[src/rtl/shifter_pkg.sv]
// Shared constants for the shift/rotate engine: mode codes and FSM state encoding.
package shifter_pkg;

  localparam logic [2:0] MODE_LSL = 3'b000;
  localparam logic [2:0] MODE_LSR = 3'b001;
  localparam logic [2:0] MODE_ASR = 3'b010;
  localparam logic [2:0] MODE_ROL = 3'b011;
  localparam logic [2:0] MODE_ROR = 3'b100;

  typedef enum logic [1:0] {
    S_IDLE  = 2'd0,
    S_SHIFT = 2'd1,
    S_DONE  = 2'd2
  } state_t;

endpackage

[src/rtl/seq_shifter_shift_step.sv]
// Combinational step of the shifter: moves val by k (0..STEP) positions in the given mode.
// carry is the last bit that left val during this step, 0 when k is 0.
module shift_step
  import shifter_pkg::*;
#(
  parameter int WIDTH = 16,
  parameter int STEP  = 1,
  parameter int KW    = $clog2(STEP + 1)
) (
  input  logic [WIDTH-1:0] val,
  input  logic [KW-1:0]    k,
  input  logic [2:0]       mode,
  output logic [WIDTH-1:0] shifted,
  output logic             carry
);

  // Unrolled chain of single-bit moves; positions beyond k pass the value through.
  always_comb begin
    shifted = val;
    carry   = 1'b0;
    for (int i = 0; i < STEP; i++) begin
      if (i < int'(k)) begin
        case (mode)
          MODE_LSL: begin
            carry   = shifted[WIDTH-1];
            shifted = {shifted[WIDTH-2:0], 1'b0};
          end
          MODE_LSR: begin
            carry   = shifted[0];
            shifted = {1'b0, shifted[WIDTH-1:1]};
          end
          MODE_ASR: begin
            carry   = shifted[0];
            shifted = {shifted[WIDTH-1], shifted[WIDTH-1:1]};
          end
          MODE_ROL: begin
            carry   = shifted[WIDTH-1];
            shifted = {shifted[WIDTH-2:0], shifted[WIDTH-1]};
          end
          MODE_ROR: begin
            carry   = shifted[0];
            shifted = {shifted[0], shifted[WIDTH-1:1]};
          end
          default: ;
        endcase
      end
    end
  end

endmodule

[src/rtl/seq_shifter.sv]
// Multi-cycle shift/rotate engine with start/busy/done handshake and carry-out.
// Handshake: start is taken only in IDLE; busy is high while shifting; done pulses one cycle with result/carry valid.
module seq_shifter
  import shifter_pkg::*;
#(
  parameter int WIDTH   = 16,
  parameter int SHAMT_W = 5,
  parameter int STEP    = 1
) (
  input  logic               clk,
  input  logic               reset,
  input  logic               start,
  input  logic [WIDTH-1:0]   value_in,
  input  logic [SHAMT_W-1:0] amount,
  input  logic [2:0]         mode,
  output logic               busy,
  output logic               done,
  output logic [WIDTH-1:0]   result,
  output logic               carry,
  output logic [1:0]         fsm_state
);

  localparam int KW = $clog2(STEP + 1);

  state_t             state;
  state_t             state_nx;
  logic [WIDTH-1:0]   val_r;
  logic [WIDTH-1:0]   val_nx;
  logic [SHAMT_W-1:0] cnt_r;
  logic [2:0]         mode_r;
  logic               carry_r;
  logic               step_carry;
  logic [KW-1:0]      k_step;

  always_comb begin
    k_step = (cnt_r > SHAMT_W'(STEP)) ? KW'(STEP) : KW'(cnt_r);
  end

  shift_step #(
    .WIDTH (WIDTH),
    .STEP  (STEP),
    .KW    (KW)
  ) u_step (
    .val     (val_r),
    .k       (k_step),
    .mode    (mode_r),
    .shifted (val_nx),
    .carry   (step_carry)
  );

  always_ff @(posedge clk or posedge reset) begin
    if (reset) state <= S_IDLE;
    else       state <= state_nx;
  end

  always_comb begin
    state_nx = state;
    case (state)
      S_IDLE:  if (start) state_nx = S_SHIFT;
      S_SHIFT: if (cnt_r == '0) state_nx = S_DONE;
      S_DONE:  state_nx = S_IDLE;
      default: state_nx = S_IDLE;
    endcase
  end

  always_comb begin
    busy      = (state == S_SHIFT);
    done      = (state == S_DONE);
    fsm_state = state;
  end

  // Pass-through modes start with a zero count so they finish like amount==0.
  always_ff @(posedge clk or posedge reset) begin
    if (reset) begin
      val_r   <= '0;
      cnt_r   <= '0;
      mode_r  <= MODE_LSL;
      carry_r <= 1'b0;
      result  <= '0;
      carry   <= 1'b0;
    end else begin
      case (state)
        S_IDLE: begin
          if (start) begin
            val_r   <= value_in;
            mode_r  <= mode;
            carry_r <= 1'b0;
            cnt_r   <= (mode > MODE_ROR) ? '0 : amount;
          end
        end
        S_SHIFT: begin
          if (cnt_r != '0) begin
            val_r   <= val_nx;
            carry_r <= step_carry;
            cnt_r   <= cnt_r - SHAMT_W'(k_step);
          end else begin
            result <= val_r;
            carry  <= carry_r;
          end
        end
        default: ;
      endcase
    end
  end

endmodule

[config.mk]
export PLATFORM = sky130hd
export DESIGN_NAME = seq_shifter
export DESIGN_NICKNAME = d
export VERILOG_FILES = /design/src/rtl/shifter_pkg.sv /design/src/rtl/seq_shifter_shift_step.sv /design/src/rtl/seq_shifter.sv
export SDC_FILE = /design/constraint.sdc
export NUM_CORES = 1
export LEC_CHECK = 0
export CORE_MARGIN = 1.5
export CORE_UTILIZATION = 35
export DETAILED_ROUTE_END_ITERATION = 6
export PLACE_DENSITY = 0.64
export SLEW_MARGIN = 20
export SYNTH_ARGS = -nofsm -noshare
export SYNTH_HDL_FRONTEND = slang
export SYNTH_HIERARCHICAL = 1
export SYNTH_SLANG_ARGS = --single-unit
export TNS_END_PERCENT = 1
[constraint.sdc]
create_clock -name clk -period 2.6 [get_ports clk]
set_clock_uncertainty 0.05 [all_clocks]
set_input_delay 0.52 -clock clk [delete_from_list [all_inputs] [get_ports clk]]
set_output_delay 0.52 -clock clk [all_outputs]
set_load 0.01 [all_outputs]
==> metrics.md, run 1 <==
| Metric | Value |
|---|---|
| Status | `finished, final reports clean` |
| Placer Congestion | `~0.79` |
| Post-synth EDFFs | `0` |
| Hold_buf cts | `0` |
| Final net count | `347` |
| Synth Cell Area | `2570 um2` |
| Hpwl dp | `4120 um` |
| Met2 Use GR | `27.1%` |
| GR Util met3 | `3.64%` |
| Clock power frac | `8.7%` |
| Worst-Skew Late Latency | `0.30 ns` |
| Full die area | `between 7000 and 8000 um2` |
| Most common library cells after synthesis | `dfrtp_1, nand2_1, a31oi_1` |
| Worst-path clk slew | `0.08 ns` |
| Avg Inst Size Synth | `9.37 um2` |
| Starting Density | `35.8%` |
| Net Switching | `2.07 mW` |
| Clock sink total | `44` |
| Num CTS Buffers | `5` |
| Avg WL per Cell | `14.3 um` |
| Leak | `1.26 nW` |
| Ranking of synthesized cells by area | `dfrtp_1, mux2_2, a31oi_1, nand2_1, nand3b_1` |
| Yosys cell types | `41` |
| Critical Path Sink Type | `output port` |
| Drt initial violations | `between 100 and 150` |
| Remaining Overflow, GRT | `0` |
| Sw Ratio | `around 44%` |
| Synthesized instance count | `274` |
| CTS Buffer Depth | `2` |
| Largest net degree at the start of global routing | `45` |
| Crit path max fanout | `9` |
| Core Footprint | `7180 um2` |
| Final Setup Violations | `0` |
| Seq pwr share | `a little under a third` |
| Pwr dens | `roughly 1500 nW/um2` |
| Ys Warns | `6` |
| Die Wd | `88.7 um` |
| Layout cells sized above 1 | `14.7%` |
| Post_cts resized | `0` |
| Synth top area share | `42.9%` |
| First-pass GRT wire length | `10200 um` |
| Worst hold-check path type | `reg2reg` |
| Fmax | `440 MHz` |
| Met1 usage | `21.7%` |
| Residual DRC | `0` |
| Main synth FF type | `dfrtp_1` |
| Worst Tran Pin Value | `0.735 ns` |
| Initial antenna violation count | `0` |
| Core Rows | `31` |
| Count leader, synth | `dfrtp_1` |
| DR pass1 iterations | `4` |
| VDD IR max | `between 0.4 and 0.5 mV` |
| Max H-tree Level | `2` |
| Critical path startpoint category | `flop` |
| RSZ-0062 raised after global routing | `false` |
| CP arrival | `1.70 ns` |
| Via-to-Cell Ratio | `5.25` |
| Post-Syn Nets | `302` |
| Fin Setup TNS | `0 ns` |
| Min cycle time layout | `2.27 ns` |
| Yosys reg bits | `44` |
| Vias in the first global route | `2144` |
| I/O Pins | `48` |
| Max-cap violations | `0` |
| Asr flop ratio synth | `100%` |
| Final hold vios | `0` |
| CTS tree | `yes` |
| Chip height | `88.7 um` |
| Final WL | `about 6000 um` |
| Area Overhead vs Synth | `25.0%` |
| GRT busiest layer | `met2` |
| Via count | `2194` |
| Internal power | `roughly 2.6 mW` |
| Combinational power share | `59.8%` |
| # port buffers | `47` |
| Total Power | `4.66 mW` |
| Routed Antenna Nets | `0` |
| Root Driver | `clkbuf_8` |
| Total track usage | `16.7%` |
| Final Max Tran Viols | `0` |
| Worst slew margin | `50.8%` |
| Period utilisation layout | `between 80 and 90%` |
| Area leader, netlist | `dfrtp_1` |
| Antenna cells | `0` |
| Critical Path RT | `2.03 ns` |
| Post-CTS Setup Bufs | `0` |
| Register area share after synthesis | `between 40% and 50%` |
| WS Path Type | `reg2out` |
[stage by stage]
| step | util [%] | cell area (um2) | setup WS, ns | hold WS, ns | cells |
|---|---|---|---|---|---|
| floorplan | - | 2570 | 0.790 | 0.452 | 274 |
| global placement | 43.6 | 3130 | 0.512 | 0.425 | 411 |
| detailed placement | 43.6 | 3130 | 0.441 | 0.436 | 411 |
| CTS | 44.7 | 3210 | 0.292 | 0.455 | 418 |
| global route | 44.7 | 3210 | 0.224 | 0.476 | 418 |
| finish | 44.7 | 3210 | 0.328 | 0.445 | 418 |
[routing by layer]
layer  share of wire [%]  routed length (um)
met4                 1.4                  85
met1                  49                2910
met5                   0                   0
met2                  46                2750
met3                 4.2                 250
[cells in the final DEF (no fill, tap or decap), drive strengths merged, types with 2 or more instances in the layout]
master and n:
nand2 37, o21ai 9, buf 12, o2bb2ai 2, a31oi 31, nor2b 5
a22o 2, nand3b 14, nand3 4, mux2 21, o211ai 14, dfrtp 44
clkdlybuf4s50 47, nand2b 2, and2 2, nor2 25, clkinv 2, inv 5
clkbuf 6, a21oi 19
[final cells by class]
type                            count  area (um2)
Inverter                            6        22.5
Timing Repair Buffer               59         561
Sequential cell                    44        1100
Clock inverter                      1        5.00
Fill cell                         674        3970
Tap cell                           99         124
Multi-Input combinational cell    203        1320
Clock buffer                        6        72.6
[logic make-up (layout without fill, tap and decap cells)]
family | after synthesis | count (layout) | synth area share [%]
multiplexers | 21 | 21 | 9.21
XOR/XNOR | 2 | 2 | 1.27
buffers and inverters | 27 | 72 | 5.60
adder cells (fa/ha/maj) | 1 | 1 | 0.487
AO/OA/AOI/OAI | 86 | 86 | 22.2
AND/OR/NAND/NOR | 93 | 93 | 18.3
flip-flops | 44 | 44 | 42.9
[power by group through the flow]
stage / clock network [mW] / registers, mW / logic (mW)
6_report: 0.403 / 1.47 / 2.79
5_1_grt: 0.453 / 1.53 / 3.12
4_1_cts: 0.420 / 1.47 / 2.81
3_5_place_dp: 0 / 1.48 / 2.80
3_3_place_gp: 0 / 1.47 / 2.72
2_1_floorplan: 0 / 1.40 / 2.08
[worst max-delay path, stage by stage, from the launching register on]
cell	delay [ns]
dfrtp_1	0.46
nand2b_1	0.20
inv_2	0.17
clkdlybuf4s50_1	0.58
[registers in the layout (all words and copies together), names as in the netlist]
name and count:
result 16, val_r 16, cnt_r 5, mode_r 3, fsm_state 2, carry 1
carry_r 1
[worst paths after layout]
kind | startpoint | endpoint | cells past startpoint | slack [ns]
min | carry | carry | 2 | 0.45
max in group asynchronous | reset | val_r[3] | 3 | 1.52
max reg2reg | mode_r[1] | carry_r | 5 | 0.50
max | fsm_state[1] | busy | 3 | 0.33
min in group asynchronous | reset | val_r[2] | 3 | 0.62
min reg2reg | carry | carry | 2 | 0.45
Power figures use the tool's default switching activity.
==> inputs of run 2 (changes only) <==
--- a/config.mk
+++ b/config.mk
@@ -5,7 +5,6 @@
 export SDC_FILE = /design/constraint.sdc
 export NUM_CORES = 1
 export LEC_CHECK = 0
-export CORE_MARGIN = 1.5
 export CORE_UTILIZATION = 35
 export DETAILED_ROUTE_END_ITERATION = 6
 export PLACE_DENSITY = 0.64
@@ -14,4 +13,4 @@
 export SYNTH_HDL_FRONTEND = slang
 export SYNTH_HIERARCHICAL = 1
 export SYNTH_SLANG_ARGS = --single-unit
-export TNS_END_PERCENT = 1
+export TNS_END_PERCENT = 50
==> run 2 against run 1 <==
Against the previous run:
- die area shrank 2.2%
- sequential cell count is the same
- worst setup slack lost 0.036 ns
- highest routed layer unchanged
==> metrics.md, run 2 (synthesis gave the netlist of run 1 again) <==
| Metric | Value |
|---|---|
| Commonest non-fill, non-tap cells in the layout | `clkdlybuf4s50_1, dfrtp_1, nand2_1` |
| Critical path startpoint category | `flop` |
| Worst Tran Pin Value | `0.768 ns (+0.0334 ns)` |
| Routed Antenna Nets | `0 (unchanged)` |
| Post_cts resized | `0 (unchanged)` |
| Layout filler cell count | `668 (-0.89%)` |
| Final Non-Filler Cells | `416 (-0.48%)` |
| Final net count | `347 (unchanged)` |
| Leak | `1.27 nW (+1.3%)` |
| Final Max Tran Viols | `0 (unchanged)` |
| CTS tree | `yes` |
| Fmax | `433 MHz (-1.5%)` |
| WS Path Type | `reg2out` |
| Core Footprint | `6940 um2 (-3.2%)` |
| Initial antenna violation count | `0 (unchanged)` |
| Hold Crit Depth | `2 (unchanged)` |
| Drt initial violations | `131 (-7.1%)` |
| Top flop regs | `result x16, val_r x16, cnt_r x5` |
| Layout cells sized above 1 | `15.3% (+0.58 points)` |
| Root Driver | `clkbuf_8` |
| Status | `finished, final reports clean` |
| Crit path max fanout | `12 (+3)` |
| Antenna cells | `0 (unchanged)` |
| Remaining Overflow, GRT | `0 (unchanged)` |
| Hold_buf cts | `0 (unchanged)` |
| Finished Cell Area | `3250 um2 (+1.3%)` |
| Via-to-Cell Ratio | `5.43 (+3.5%)` |
| Die Wd | `87.7 um (-1.1%)` |
| Fin util | `46.8% (+2.1 points)` |
| Placed inst area | `3140 um2 (+0.28%)` |
| CTS Buffer Depth | `2 (unchanged)` |
| # port buffers | `47 (unchanged)` |
| Pwr dens | `1470 nW/um2 (+1.4%)` |
| VDD IR max | `0.627 mV (+26%)` |
| Largest net degree at the start of global routing | `26 (-42%)` |
| Chip height | `87.7 um (-1.1%)` |
| I/O Pins | `48 (unchanged)` |
| Min cycle time layout | `2.31 ns (+0.0357 ns)` |
| Final WL | `5980 um (-0.15%)` |
| Avg WL per Cell | `14.4 um (+0.33%)` |
| Via count | `2260 (+3.0%)` |
| Final hold vios | `0 (unchanged)` |
| Max H-tree Level | `2 (unchanged)` |
| Worst-path clk slew | `0.09 ns (about the same)` |
| CP arrival | `1.74 ns (+0.04 ns)` |
| Placer Congestion | `0.803 (+1.9%)` |
| Critical Path Sink Type | `output port` |
| Worst hold-check path type | `reg2reg` |
| Clock sink total | `44 (unchanged)` |
| RSZ-0062 raised after global routing | `false` |
| Most common cell after layout, fill and taps aside | `clkdlybuf4s50_1` |
| Core Rows | `30 (-3.2%)` |
| Full die area | `7680 um2 (-2.2%)` |
| Period utilisation layout | `88.8% (+1.4 points)` |
| Final Setup Violations | `0 (unchanged)` |
| Critical Path RT | `2.03 ns (about the same)` |
| Post-CTS Setup Bufs | `0 (unchanged)` |
| Worst slew margin | `48.5% (-2.3 points)` |
| First-pass GRT wire length | `10100 um (-1.1%)` |
| Hpwl dp | `4050 um (-1.7%)` |
| Num CTS Buffers | `5 (unchanged)` |
| Max-cap violations | `0 (unchanged)` |
| Worst-Skew Late Latency | `0.30 ns (about the same)` |
| Fin Setup TNS | `0 ns (unchanged)` |
| Placed cell count | `408 (-0.73%)` |
| DR pass1 iterations | `4 (unchanged)` |
| Cell depth of the worst flop-to-flop path | `7 (+2)` |
| Residual DRC | `0 (unchanged)` |
| Vias in the first global route | `2145 (+0.047%)` |
| Total Power | `4.78 mW (+2.7%)` |
| Total track usage | `16.8% (+0.12 points)` |
| Starting Density | `37.0% (+1.2 points)` |
| Area Overhead vs Synth | `26.6%` |
==> run 2: cell types whose count changed in the layout (fill, tap and decap cells not counted) <==
cell        change
buf_12          +1
buf_4           -1
bufinv_16       +1
clkbuf_1        -1
clkinvlp_4      +1
==> run 2: path summary, 6_finish.rpt <==
check | start | to | slack (ns)
worst max register to register | cnt_r[2] | val_r[3] | 0.50
worst min register to register | carry | carry | 0.45
worst min-delay path | carry | carry | 0.45
min in group asynchronous | reset | fsm_state[0] | 0.52
max in group asynchronous | reset | cnt_r[1] | 1.45
worst max-delay path | fsm_state[1] | busy | 0.29
==> run 2: cell type report <==
| cell class | count | area (um2) | share of cell area [%] |
|---|---|---|---|
| clock buffers | 5 | 68.8 | 2.12 |
| repair buffers | 59 | 573 | 17.6 |
| clock inverters | 3 | 42.5 | 1.31 |
| multi-input cells | 203 | 1320 | 40.7 |
| inverters | 6 | 22.5 | 0.693 |
| well taps | 96 | 120 | 3.70 |
| flip-flops and latches | 44 | 1100 | 33.9 |
==> run 2: layer usage <==
metal / vias to the layer above / track usage (%) / share of wire [%]
met5: - / 0 / 0
met1: 1084 / 22.6 / 49
li1: 1091 / - / -
met4: 0 / 7.45 / 1.9
met2: 72 / 26.3 / 45
met3: 13 / 3.11 / 4.6
==> run 2: power breakdown <==
group          switching, mW  leakage (nW)  internal, mW
combinational           1.47         0.692          1.35
sequential             0.380         0.528          1.05
clock                  0.248        0.0541         0.285
==> run 2: stage by stage <==
stage                     worst slack, ns  hold slack [ns]
final                               0.292            0.452
after global routing                0.197            0.468
after CTS                           0.269            0.462
after detailed placement            0.373            0.439
after global placement              0.430            0.431
after floorplan                     0.790            0.452
==> run 2: worst max-delay path, stage by stage, from the launching register on <==
cell             delay, ns
dfrtp_1               0.46
nand2b_1              0.20
inv_2                 0.20
clkdlybuf4s50_1       0.58
